`config.mk`:
```
export PLATFORM = sky130hd
export DESIGN_NAME = fifo_wr_arbiter
export DESIGN_NICKNAME = d
export VERILOG_FILES = /design/src/rtl/fifo_wr_arb_pkg.sv /design/src/rtl/fifo_wr_arbiter_rr_pick.sv /design/src/rtl/fifo_wr_arbiter.sv
export SDC_FILE = /design/constraint.sdc
export NUM_CORES = 1
export LEC_CHECK = 0
export ABC_AREA = 1
export ABC_CLOCK_PERIOD_IN_PS = 2760
export BUFFER_PORTS_ARGS = -buffer_cell sky130_fd_sc_hd__buf_2
export CORE_MARGIN = 2
export CORE_UTILIZATION = 49
export DETAILED_ROUTE_END_ITERATION = 10
export PLACE_DENSITY = 0.85
export SLEW_MARGIN = 30
export SYNTH_ARGS = -nofsm -noshare
export SYNTH_HDL_FRONTEND = slang
export SYNTH_SLANG_ARGS = --single-unit
```
`constraint.sdc`:
```
create_clock -name wclk -period 2.76 [get_ports wclk]
set_clock_uncertainty 0.2 [all_clocks]
set_input_delay 0.414 -clock wclk [delete_from_list [all_inputs] [get_ports wclk]]
set_output_delay 0.414 -clock wclk [all_outputs]
set_load 0.005 [all_outputs]
```
`src/rtl/fifo_wr_arb_pkg.sv`:
```
// fifo_wr_arb_pkg: shared state encoding and stats counter width for the FIFO write arbiter
package fifo_wr_arb_pkg;
    typedef enum logic {IDLE, BURST} state_t;
    localparam int STAT_W = 16;
endpackage

```
`src/rtl/fifo_wr_arbiter_rr_pick.sv`:
```
// rr_pick: combinational rotate-priority selector, first valid index at or after ptr_i
module rr_pick #(
    parameter int N  = 4,
    parameter int IW = $clog2(N)
) (
    input  logic [N-1:0]  valid_i,
    input  logic [IW-1:0] ptr_i,
    output logic          found_o,
    output logic [IW-1:0] idx_o
);
    logic [IW-1:0] j;
    // Scan offsets from farthest to nearest so the nearest valid wins
    always_comb begin
        found_o = 1'b0;
        idx_o   = '0;
        j       = '0;
        for (int k = N - 1; k >= 0; k--) begin
            j = IW'((int'(ptr_i) + k) % N);
            if (valid_i[j]) begin
                found_o = 1'b1;
                idx_o   = j;
            end
        end
    end
endmodule

```
`src/rtl/fifo_wr_arbiter.sv`:
```
// fifo_wr_arbiter: round-robin burst arbiter for one async FIFO write port.
// Optional per-requester beat statistics via FIFO_WR_ARB_STATS_EN.
module fifo_wr_arbiter
    import fifo_wr_arb_pkg::*;
#(
    parameter int NREQ     = 4,
    parameter int DSIZE    = 8,
    parameter int MAXBEATS = 16
) (
    input  logic                     wclk,
    input  logic                     wrst,
    input  logic [NREQ-1:0]          req_valid,
    input  logic [NREQ*DSIZE-1:0]    req_data,
    input  logic [NREQ-1:0]          req_last,
    output logic [NREQ-1:0]          req_ready,
    output logic                     winc,
    output logic [DSIZE-1:0]         wdata,
    input  logic                     wfull,
    output logic [$clog2(NREQ)-1:0]  grant_id,
    output logic                     busy,
`ifdef FIFO_WR_ARB_STATS_EN
    output logic [NREQ*STAT_W-1:0]   beat_cnt,
`endif
    output logic                     burst_err
);
    localparam int IW = $clog2(NREQ);
    localparam int CW = $clog2(MAXBEATS + 1);

    state_t                       state_q;
    logic [IW-1:0]                grant_q, rr_ptr_q, rr_ptr_d, pick;
    logic [CW-1:0]                cnt_q;
    logic                         err_q, found, accept, is_last, cap, rel;
    logic [NREQ-1:0][DSIZE-1:0]   data_a;

    rr_pick #(.N(NREQ), .IW(IW)) u_pick (
        .valid_i (req_valid),
        .ptr_i   (rr_ptr_q),
        .found_o (found),
        .idx_o   (pick)
    );

    assign data_a    = req_data;
    assign accept    = (state_q == BURST) && req_valid[grant_q] && !wfull;
    assign is_last   = req_last[grant_q];
    assign cap       = accept && !is_last && (cnt_q == CW'(MAXBEATS - 1));
    assign rel       = (accept && is_last) || cap;
    assign rr_ptr_d  = (grant_q == IW'(NREQ - 1)) ? '0 : grant_q + 1'b1;
    assign req_ready = accept ? NREQ'(1) << grant_q : '0;
    assign winc      = accept;
    assign wdata     = (state_q == BURST) ? data_a[grant_q] : '0;
    assign grant_id  = grant_q;
    assign busy      = (state_q == BURST);
    assign burst_err = err_q;

    always_ff @(posedge wclk or posedge wrst) begin
        if (wrst) begin
            state_q  <= IDLE;
            grant_q  <= '0;
            rr_ptr_q <= '0;
            cnt_q    <= '0;
            err_q    <= 1'b0;
        end else begin
            err_q <= cap;
            if (state_q == IDLE) begin
                if (found) begin
                    state_q <= BURST;
                    grant_q <= pick;
                end
            end else if (rel) begin
                state_q  <= IDLE;
                cnt_q    <= '0;
                rr_ptr_q <= rr_ptr_d;
            end else if (accept) begin
                cnt_q <= cnt_q + CW'(1);
            end
        end
    end

`ifdef FIFO_WR_ARB_STATS_EN
    logic [NREQ-1:0][STAT_W-1:0] stat_q;
    assign beat_cnt = stat_q;
    always_ff @(posedge wclk or posedge wrst) begin
        if (wrst) begin
            stat_q <= '0;
        end else begin
            for (int i = 0; i < NREQ; i++)
                if (accept && grant_q == IW'(i) && stat_q[i] != '1)
                    stat_q[i] <= stat_q[i] + STAT_W'(1);
        end
    end
`endif
endmodule

```
Word-level counts from Yosys, hierarchy flattened --
Index checks and enable logic that the tools add are counted.
Word-level totals: output and inout port bits 17, flip-flop bits (word level) 11, logic and storage cells 61, input bits 43
Cells by class: shift operators 1, reductions and logical operators 12, eq/ne operators 2, magnitude comparators 5, bitwise logic cells 1, $add $sub $neg 5, mux-type cells 30
Operators with widths (number):
- binary-select mux 8 bit (select 2 bit) | 1
- 2-to-1 mux 8 bit | 2
- < comparator 2 x 3 -> 1 bit, second input constant | 5
- 2-to-1 mux 1 bit | 13
- binary-select mux 1 bit (select 2 bit) | 6
- 2-to-1 mux 2 bit | 5
- 2-to-1 mux 5 bit | 2
- AND reduction 2 bit | 3
- adder 5 x 1 -> 5 bit, second input constant | 1
- equality test 5 x 4 -> 1 bit, second input constant | 1
- logical AND 1 bit | 5
- adder 2 x 1 -> 2 bit, second input constant | 2
- adder 2 bit, second input constant | 2
- 2-to-1 mux 4 bit | 1
- << shifter 1 x 2 -> 4 bit, first input constant | 1
- equality test 2 bit, second input constant | 1
- zero test 1 bit | 2
- nonzero test 2 bit | 1
- logical OR 1 bit | 1
- inverter 1 bit | 1

Longest topological paths before layout --
Gate-level depths: netlist (run 1).
word-level depth 9, depth in mapped cells 12, depth with buffers taken out 11

Hierarchy --
From an unflattened synthesis (run 1), not the netlist that was laid out.
Unflattened totals: cell total of the unflattened synthesis 211, area, all modules 1326.3 um^2
By module, submodules not included:
- fifo_wr_arbiter | cells each 165, area each 1113.6 um^2, times used 1, seq. area each 275.3 um^2
- rr_pick | cells each 46, area each 212.7 um^2, times used 1, seq. area each 0.0 um^2

Worst setup path after synthesis (run 1) --
OpenSTA, ideal clock, no wires.
path type reg2out, from register grant_q[0], in the netlist grant_id[0], to output req_ready[0], slack 0.911 ns, arrival time 1.235 ns, data required time 2.146 ns, stages on the path, launching flop included 7, path buffers 2, cell sequence dfrtp_1 inv_2 buf_6 clkbuf_1 ha_1 inv_1 nor2_1
Between the ends: cells in the longest elaborated chain, start to end 5, elaborated cells on any way between the ends 6, those cells by class shift (1); mux (3); reduce/logical (2)
Ends and longest elaborated chain:
- from (decl) | RTL line fifo_wr_arbiter.sv:30 | logic [IW-1:0] grant_q, rr_ptr_q, rr_ptr_d, pick;
- from (signal assigned) | RTL line fifo_wr_arbiter.sv:67 | grant_q <= pick;
- binary-select mux 1 bit (select 2 bit) | RTL line fifo_wr_arbiter.sv:43 | assign accept = (state_q == BURST) && req_valid[grant_q] && !wfull;
- 2-to-1 mux 1 bit (implied by the code) | RTL line fifo_wr_arbiter.sv:43
- logical AND 1 bit (2 in a row) | RTL line fifo_wr_arbiter.sv:43
- 2-to-1 mux 4 bit * | RTL line fifo_wr_arbiter.sv:48 | assign req_ready = accept ? NREQ'(1) << grant_q : '0;
- to (decl) | RTL line fifo_wr_arbiter.sv:15 | output logic [NREQ-1:0] req_ready,
Every way passes the cells marked *; elsewhere a longest branch is shown, timed or not. The select of a mux whose other input is x is not followed.

Final worst setup path (run 1) --
from register grant_q[0], in the netlist grant_id[0], to output winc
Between the ends: cells in the longest elaborated chain, start to end 4
Ends and longest elaborated chain:
- binary-select mux 1 bit (select 2 bit) | RTL line fifo_wr_arbiter.sv:43
- 2-to-1 mux 1 bit (implied by the code) | RTL line fifo_wr_arbiter.sv:43
- logical AND 1 bit (2 in a row) | RTL line fifo_wr_arbiter.sv:43
- to (decl) | RTL line fifo_wr_arbiter.sv:16 | output logic winc,
Every way passes these cells. The select of a mux whose other input is x is not followed.

==> metrics, run 1 <==
CORE AREA=2230 µm²; DR WL/cell=10.2 µm; Crit Path Category=reg -> out; routed vias=about 1400; residual DRC count=0; count of cell types in the netlist=22; Final ANT Viol Nets=0; grt total ovfl=0; I/O pins=60; complex-gate fraction of the synthesized area=15.6%; Setup violations, final=0; largest family of logic cells by synthesized area=simple AND/OR/NAND/NOR gates; worst endpoint required time=2150 ps; Post-Route Utilization=67.1%; initial drt markers=24; relative max-transition margin=around 73%; CTS sink count=11; simple-gate share of the synthesized area=about 44%; FF+latch count, synth=11; end of the critical path=winc; first-pass GRT wire length=4.60 mm; R2R setup slack=860 ps; crit path launch=grant_id[0]; Synthesis Warnings=0; I/O Buffers=59; gp weighted congestion=0.871; Final Hold Vio Count=0; reg2reg end=rr_ptr_q[1]; Startpoint Class=register; fill cell total of the finished layout=a little over 200; post-DP HPWL=2.18 mm; Slowest Stage Delay on Critical Path=450 ps; First-pass DRT Iterations=4; pin count of the biggest net entering global routing=24; # Post-CTS Setup Buffers=0; Pins Over Slew Limit=0; H-Tree Depth=1; TritonCTS clock tree=built; max-cap viol count=0; post-synthesis mux area share=0%; drt via density=4.92; Critical Path Fanout Max=23; most frequent CP cell=inv_2; Synth Net Count=approximately 250; CP Capture Type=output port; area grow syn2layout=28.3%; Crit path depth=6; Row Count=17; crit share post-route=about 85%; final-stage net count=305; syn avg cell area=5.96 µm²; layout cell share with drive strength beyond 1=~33%; min Tclk post-route=2350 ps; Adder-Cell Fraction of Synth Area=between 6 and 7%; clk slew on worst S/H paths=70 ps; CP top delay family=buffers and inverters; Gate Count Post-Synth=approximately 200; register area share after synthesis=23.6%; Syn Std Cell Area=1170 µm²; die width=between 50 and 60 µm; Setup TNS Final=0 ps; Initial Util=52.3%; initial antenna violation count=0; crit path cell chain=inv_2 -> nand2_1 -> nand3_1 -> nand3_2 -> inv_2 -> buf_2; sum of buffers and inverters on the critical path=3; # diodes=0; Tot GR Track Use=21.7%; Critical-path top delay cell=dfrtp_1; worst hold margin=between 300 and 400 ps; clk root buf=clkbuf_4; cells on worst reg2reg path=8; die outline height=52.8 µm; drt total wl=roughly 2.9 mm; Peak VDD IR=0.595 mV; RR Startpoint=grant_id[0]; vias in the first global route=1158; CTS Buffer Depth=2; Worst Hold Class=reg -> reg; Lkg Pwr=0.860 nW; Worst-Skew Late Latency=260 ps; most common cell after layout, fill and taps aside=buf_2; Worst-Margin Slew=roughly 400 ps; Post-Synth XOR/XNOR Area=0%; run status=finished clean; Crit path arrival time=1740 ps; Fmax=0.425 GHz; RSZ-0062 raised after global routing=no; die footprint=2790 µm²; most frequent cells in the layout=buf_2, nand2_1, nor2_1; Power Dens Cells=990 nW/µm²; clock buffer count from CTS=3
[per-layer routing]
metal	track usage, %	share of wire, %	up-vias
li1	-	-	735
met1	26.8	44	602
met2	37.7	46	54
met3	4.29	10	2
met4	6.84	0.42	0
met5	0	0	-
[cells in the mapped netlist]
master,n,area (µm²)
nand2_2,5,31.3
o21ai_0,16,80.1
inv_1,11,41.3
ha_1,6,75.1
inv_4,1,6.26
nand2_4,1,11.3
nor2_4,2,22.5
buf_6,2,22.5
dfrtp_1,11,275
nand3_2,2,20.0
nand2_1,58,218
buf_4,2,15.0
buf_2,2,10.0
nor2_1,43,161
nand3_1,8,40.0
nor2_2,2,12.5
clkbuf_1,1,3.75
o21ai_4,1,16.3
o21ai_1,2,10.0
o22ai_1,1,6.26
a21oi_1,14,70.1
inv_2,5,18.8
[flip-flops by register name (all words and copies together), names as in the netlist]
register / flops
grant_id: 2
burst_err: 1
cnt_q: 5
rr_ptr_q: 2
busy: 1
[cell type report]
class	instances	area, µm²	area share (%)
Clock buffer	4	26.3	1.75
Inverter	17	66.3	4.43
Tap cell	28	35.0	2.34
Multi-Input combinational cell	161	774	51.7
Timing Repair Buffer	62	320	21.4
Sequential cell	11	275	18.4
[logic make-up after synthesis]
logic type      after synthesis
simple gates                121
buf+inv                      24
flops                        11
fa+ha+maj                     6
compound gates               34
[what timing repair did]
action                                 CTS  global route
hold buffers                             1             0
gates resized for setup                  0             0
endpoints found under the hold margin   11             0
[stage by stage]
stage | worst slack [ps] | area [µm²] | total power [mW] | std cells
floorplan | 911 | 1170 | 1.12 | 196
global placement | 754 | 1460 | 1.36 | 278
detailed placement | 685 | 1460 | 1.37 | 278
CTS | 398 | 1500 | 1.49 | 283
global route | 183 | 1500 | 1.68 | 283
finish | 408 | 1500 | 1.48 | 283
[report_power, final]
group / internal [mW] / switching (mW)
Sequential: 0.227 / 0.0825
Combinational: 0.411 / 0.653
Clock: 0.0559 / 0.0527
[worst min path at each step]
stage / startpoint / endpoint / slack, ps / depth (start not counted)
after detailed placement: wrst / burst_err / 220 / 2
after global placement: wrst / burst_err / 220 / 2
after floorplan: wrst / burst_err / 70 / 1
after global routing: req_last[0] / burst_err / 340 / 6
final: cnt_q[0] / cnt_q[0] / 320 / 1
after CTS: req_last[0] / burst_err / 310 / 6
Power figures use the tool's default switching activity.
==> run 2: changes to the inputs <==
- CTS_BUF_LIST: default -> sky130_fd_sc_hd__clkbuf_16
==> run 2 against run 1 <==
Sequential share of layout area down 0.62 points. Worst hold slack worse by 13 ps. Power up 12%. Design area up 3.5%. Clock-buffer cell count down 1.
==> metrics, run 2 (synthesis results as in run 1) <==
Placed Area=1460 µm²; worst hold margin=303 ps; Overall Power=about 1.7 mW; clk root buf=clkbuf_16; initial antenna violation count=0; most common cell after layout, fill and taps aside=buf_2; fin worst setup slack=between 400 and 500 ps; Worst Hold Class=reg -> reg; relative max-transition margin=between 70% and 80%; crit share post-route=a little over four fifths; Final Instance Area=1550 µm²; Initial Util=52.3%; First-pass DRT Iterations=4; CP Capture Type=output port; die width=52.8 µm; run status=finished clean; layout cell share with drive strength beyond 1=32.5%; Post-Route Utilization=69.4%; clock buffer count from CTS=3; Biggest register=cnt_q; Crit Path Category=reg -> out; RSZ-0062 raised after global routing=no; pin count of the biggest net entering global routing=24; drt via density=4.97; Row Count=17; min Tclk post-route=2320 ps; Fmax=0.431 GHz; post-CTS sizing=0; residual DRC count=0; DR WL/cell=10.8 µm; Pins Over Slew Limit=0; area grow syn2layout=32.8%; initial drt markers=29; Worst-Skew Late Latency=230 ps; post-DP HPWL=approximately 2.2 mm; die outline height=52.8 µm; Finished Layout Cells=approximately 280; gp weighted congestion=slightly below 0.9; TritonCTS clock tree=built; final-stage net count=between 300 and 400; CTS Buffer Depth=2; worst endpoint required time=2150 ps; drt total wl=3.06 mm; Setup violations, final=0; max-cap viol count=0; Startpoint Class=register; Setup TNS Final=0 ps; vias in the first global route=1182; first-pass GRT wire length=4.75 mm; pre-CTS WS=685 ps; Worst-Margin Slew=403 ps; Tot GR Track Use=22.6%; clk slew on worst S/H paths=roughly 40 ps; Crit path arrival time=1710 ps; number of flip-flops in the largest register=5; I/O pins=60; Peak VDD IR=0.700 mV; fill cell total of the finished layout=188; die footprint=2790 µm²; Power Dens Cells=1070 nW/µm²; routed vias=around 1400; # diodes=0; grt total ovfl=0; # Post-CTS Setup Buffers=0; CORE AREA=2230 µm²; Lkg Pwr=0.887 nW; Final Hold Vio Count=0; cell count after placement=~280; most frequent cells in the layout=buf_2, nand2_1, nor2_1; I/O Buffers=59; CTS sink count=11; H-Tree Depth=1; Critical Path Fanout Max=23; Final ANT Viol Nets=0
==> run 2: cell types whose count changed in the layout (fill, tap and decap cells not counted) <==
cell       delta
clkbuf_1      -1
clkbuf_16     +3
clkbuf_4      -3
inv_1         +1
==> run 2: layout make-up <==
| class | instances | area, µm² | share of cell area, % |
|---|---|---|---|
| clock buffers | 3 | 75.1 | 4.84 |
| well taps | 28 | 35.0 | 2.26 |
| inverters | 17 | 66.3 | 4.28 |
| clock inverters | 1 | 3.75 | 0.242 |
| repair buffers | 62 | 320 | 20.7 |
| multi-input cells | 161 | 774 | 50.0 |
| flip-flops and latches | 11 | 275 | 17.8 |
==> run 2: where the power goes <==
part           switching, mW  total, mW  internal (mW)
registers             0.0846      0.313          0.228
clock network         0.0675      0.257          0.190
logic                  0.673       1.09          0.413
==> run 2: final timing paths <==
| check | start | endpoint | slack (ps) | depth (start not counted) |
|---|---|---|---|---|
| worst max-delay path | grant_id[0] | winc | 440 | 6 |
| worst min-delay path | cnt_q[0] | cnt_q[0] | 300 | 1 |
| worst max register to register | grant_id[0] | rr_ptr_q[1] | 820 | 8 |
| worst min register to register | cnt_q[0] | cnt_q[0] | 300 | 1 |
| max in group asynchronous | wrst | busy | 1560 | 3 |
| min in group asynchronous | wrst | burst_err | 520 | 3 |
==> run 2: worst max-delay path: stages, from the launching register on <==
cell     delay [ps]
dfrtp_1         440
inv_2           300
nand2_1          90
nand3_1         100
nand3_2         190
inv_2           200
buf_2           140
==> run 2: timing repair <==
| action | 4_1_cts | 5_1_grt |
|---|---|---|
| endpoints found under the setup margin | 0 | 0 |
| hold buffers | 1 | 0 |
| hold endpoints to repair | 11 | 0 |
==> run 2: layer usage <==
| layer | vias up | wire [µm] | track usage, % | part of all wire (%) |
|---|---|---|---|---|
| met3 | 4 | 321 | 5.14 | 10 |
| li1 | 736 | - | - | - |
| met1 | 599 | 1250 | 26.6 | 41 |
| met4 | 0 | 21 | 5.56 | 0.69 |
| met5 | - | 0 | 0 | 0 |
| met2 | 67 | 1470 | 40.8 | 48 |
==> run 3: changes to the inputs <==
- ABC_CLOCK_PERIOD_IN_PS: 2760 -> 2360
- CORE_UTILIZATION: 49 -> 45
- PLACE_DENSITY: 0.85 -> 0.79
- clock period: 2.76 -> 2.36 ns (I/O delays scaled with it)
==> run 3 against run 2 <==
Clock power increased by 18%. Largest cell class unchanged. Highest routed layer unchanged. Non-clock buffer count increased by 2. Combinational power increased by 17%. Power increased by 17%. Routed wire length increased by 5.2%. Global-route usage decreased by 1.0 points.
==> metrics, run 3 (synthesis results as in run 1) <==
layout cell share with drive strength beyond 1=between 30% and 40%; CTS Buffer Depth=2; pin count of the biggest net entering global routing=22; first-pass GRT wire length=4.69 mm; Worst Hold Class=in -> reg; RSZ-0062 raised after global routing=no; crit share post-route=88.0%; Lkg Pwr=between 0.8 and 0.9 nW; Tot GR Track Use=21.6%; grt total ovfl=0; die footprint=about 3000 µm²; die width=54.9 µm; CTS sink count=11; pre-CTS WS=554 ps; DR WL/cell=11.2 µm; I/O Buffers=slightly below 60; initial antenna violation count=0; drt total wl=~3.2 mm; Power Dens Cells=1240 nW/µm²; post-DP HPWL=2.44 mm; worst hold margin=297 ps; Fmax=0.482 GHz; Biggest register=cnt_q; I/O pins=60; relative max-transition margin=71.3%; fin worst setup slack=~280 ps; Startpoint Class=register; Setup TNS Final=0 ps; final-stage net count=307; Setup violations, final=0; Critical Path Fanout Max=9; max-cap viol count=0; Pins Over Slew Limit=0; area grow syn2layout=34.3%; min Tclk post-route=2080 ps; drt via density=4.94; # Post-CTS Setup Buffers=0; routed vias=1417; die outline height=about 55 µm; vias in the first global route=1185; Initial Util=47.1%; CORE AREA=2480 µm²; fill cell total of the finished layout=between 200 and 250; sequential share of power=19.1%; power share of the combinational group=between 60% and 70%; Worst-Margin Slew=430 ps; Worst-Skew Late Latency=approximately 240 ps; gp weighted congestion=0.828; number of flip-flops in the largest register=5; most frequent cells in the layout=buf_2, nand2_1, nor2_1; Crit Path Category=reg -> out; Finished Layout Cells=287; First-pass DRT Iterations=4; Final Hold Vio Count=0; TritonCTS clock tree=built; Peak VDD IR=~0.83 mV; most common cell after layout, fill and taps aside=buf_2; clk root buf=clkbuf_16; Row Count=18; cell count after placement=282; residual DRC count=0; Overall Power=1.94 mW; CP Capture Type=output port; initial drt markers=26; P_int=990 µW; H-Tree Depth=1; clock buffer count from CTS=3; Crit path arrival time=1520 ps; clock power share=between 10% and 20%; Switching Share=49.0%; run status=finished clean; Final ANT Viol Nets=0; P_sw=953 µW; clk slew on worst S/H paths=40 ps; # diodes=0; worst endpoint required time=roughly 1800 ps
[run 3: cell count changes in the layout (fill, tap and decap cells not counted), sizes merged]
cell  delta
buf      +2
[run 3: worst paths after layout]
kind / startpoint / endpoint / slack (ps) / cells past startpoint
min: req_last[0] / burst_err / 300 / 6
min reg2reg: cnt_q[1] / cnt_q[1] / 310 / 2
max: grant_id[1] / winc / 280 / 5
min in group asynchronous: wrst / busy / 460 / 3
max in group asynchronous: wrst / cnt_q[3] / 1200 / 3
max reg2reg: cnt_q[0] / rr_ptr_q[1] / 620 / 7
[run 3: critical path: stages (launching register included)]
cell	delay, ps
dfrtp_1	500
inv_1	150
nand3_1	120
nand3_2	180
inv_2	190
buf_2	140
[run 3: layout make-up]
| class | instances | area, µm² | share of cell area [%] |
|---|---|---|---|
| Clock inverter | 1 | 3.75 | 0.239 |
| Multi-Input combinational cell | 161 | 774 | 49.4 |
| Clock buffer | 3 | 75.1 | 4.79 |
| Inverter | 17 | 66.3 | 4.23 |
| Sequential cell | 11 | 275 | 17.6 |
| Tap cell | 30 | 37.5 | 2.39 |
| Timing Repair Buffer | 64 | 335 | 21.4 |
[run 3: per-layer routing]
layer / routed length [µm] / GRT usage [%] / vias to the layer above
li1: - / - / 741
met1: 1330 / 23.6 / 606
met2: 1450 / 39.7 / 64
met3: 379 / 5.11 / 6
met4: 59 / 8.54 / 0
met5: 0 / 0 / -
[run 3: stage by stage]
| step | area (µm²) | utilization [%] |
|---|---|---|
| after detailed placement | 1480 | 59.7 |
| after CTS | 1570 | 63.3 |
| after global routing | 1570 | 63.3 |
| after global placement | 1480 | 59.7 |
| final | 1570 | 63.3 |
| after floorplan | 1170 | - |
[run 3: power by group through the flow]
stage	Sequential, mW	Combinational, mW	Clock [mW]
after CTS	0.370	1.27	0.310
final	0.372	1.27	0.304
after global routing	0.383	1.48	0.320
after detailed placement	0.371	1.26	0
after floorplan	0.335	0.977	0
after global placement	0.371	1.25	0
[run 3: repair_timing]
item                                   CTS  global route
hold buffers                             1             0
endpoints found under the hold margin   11             0
gates resized for setup                  0             0
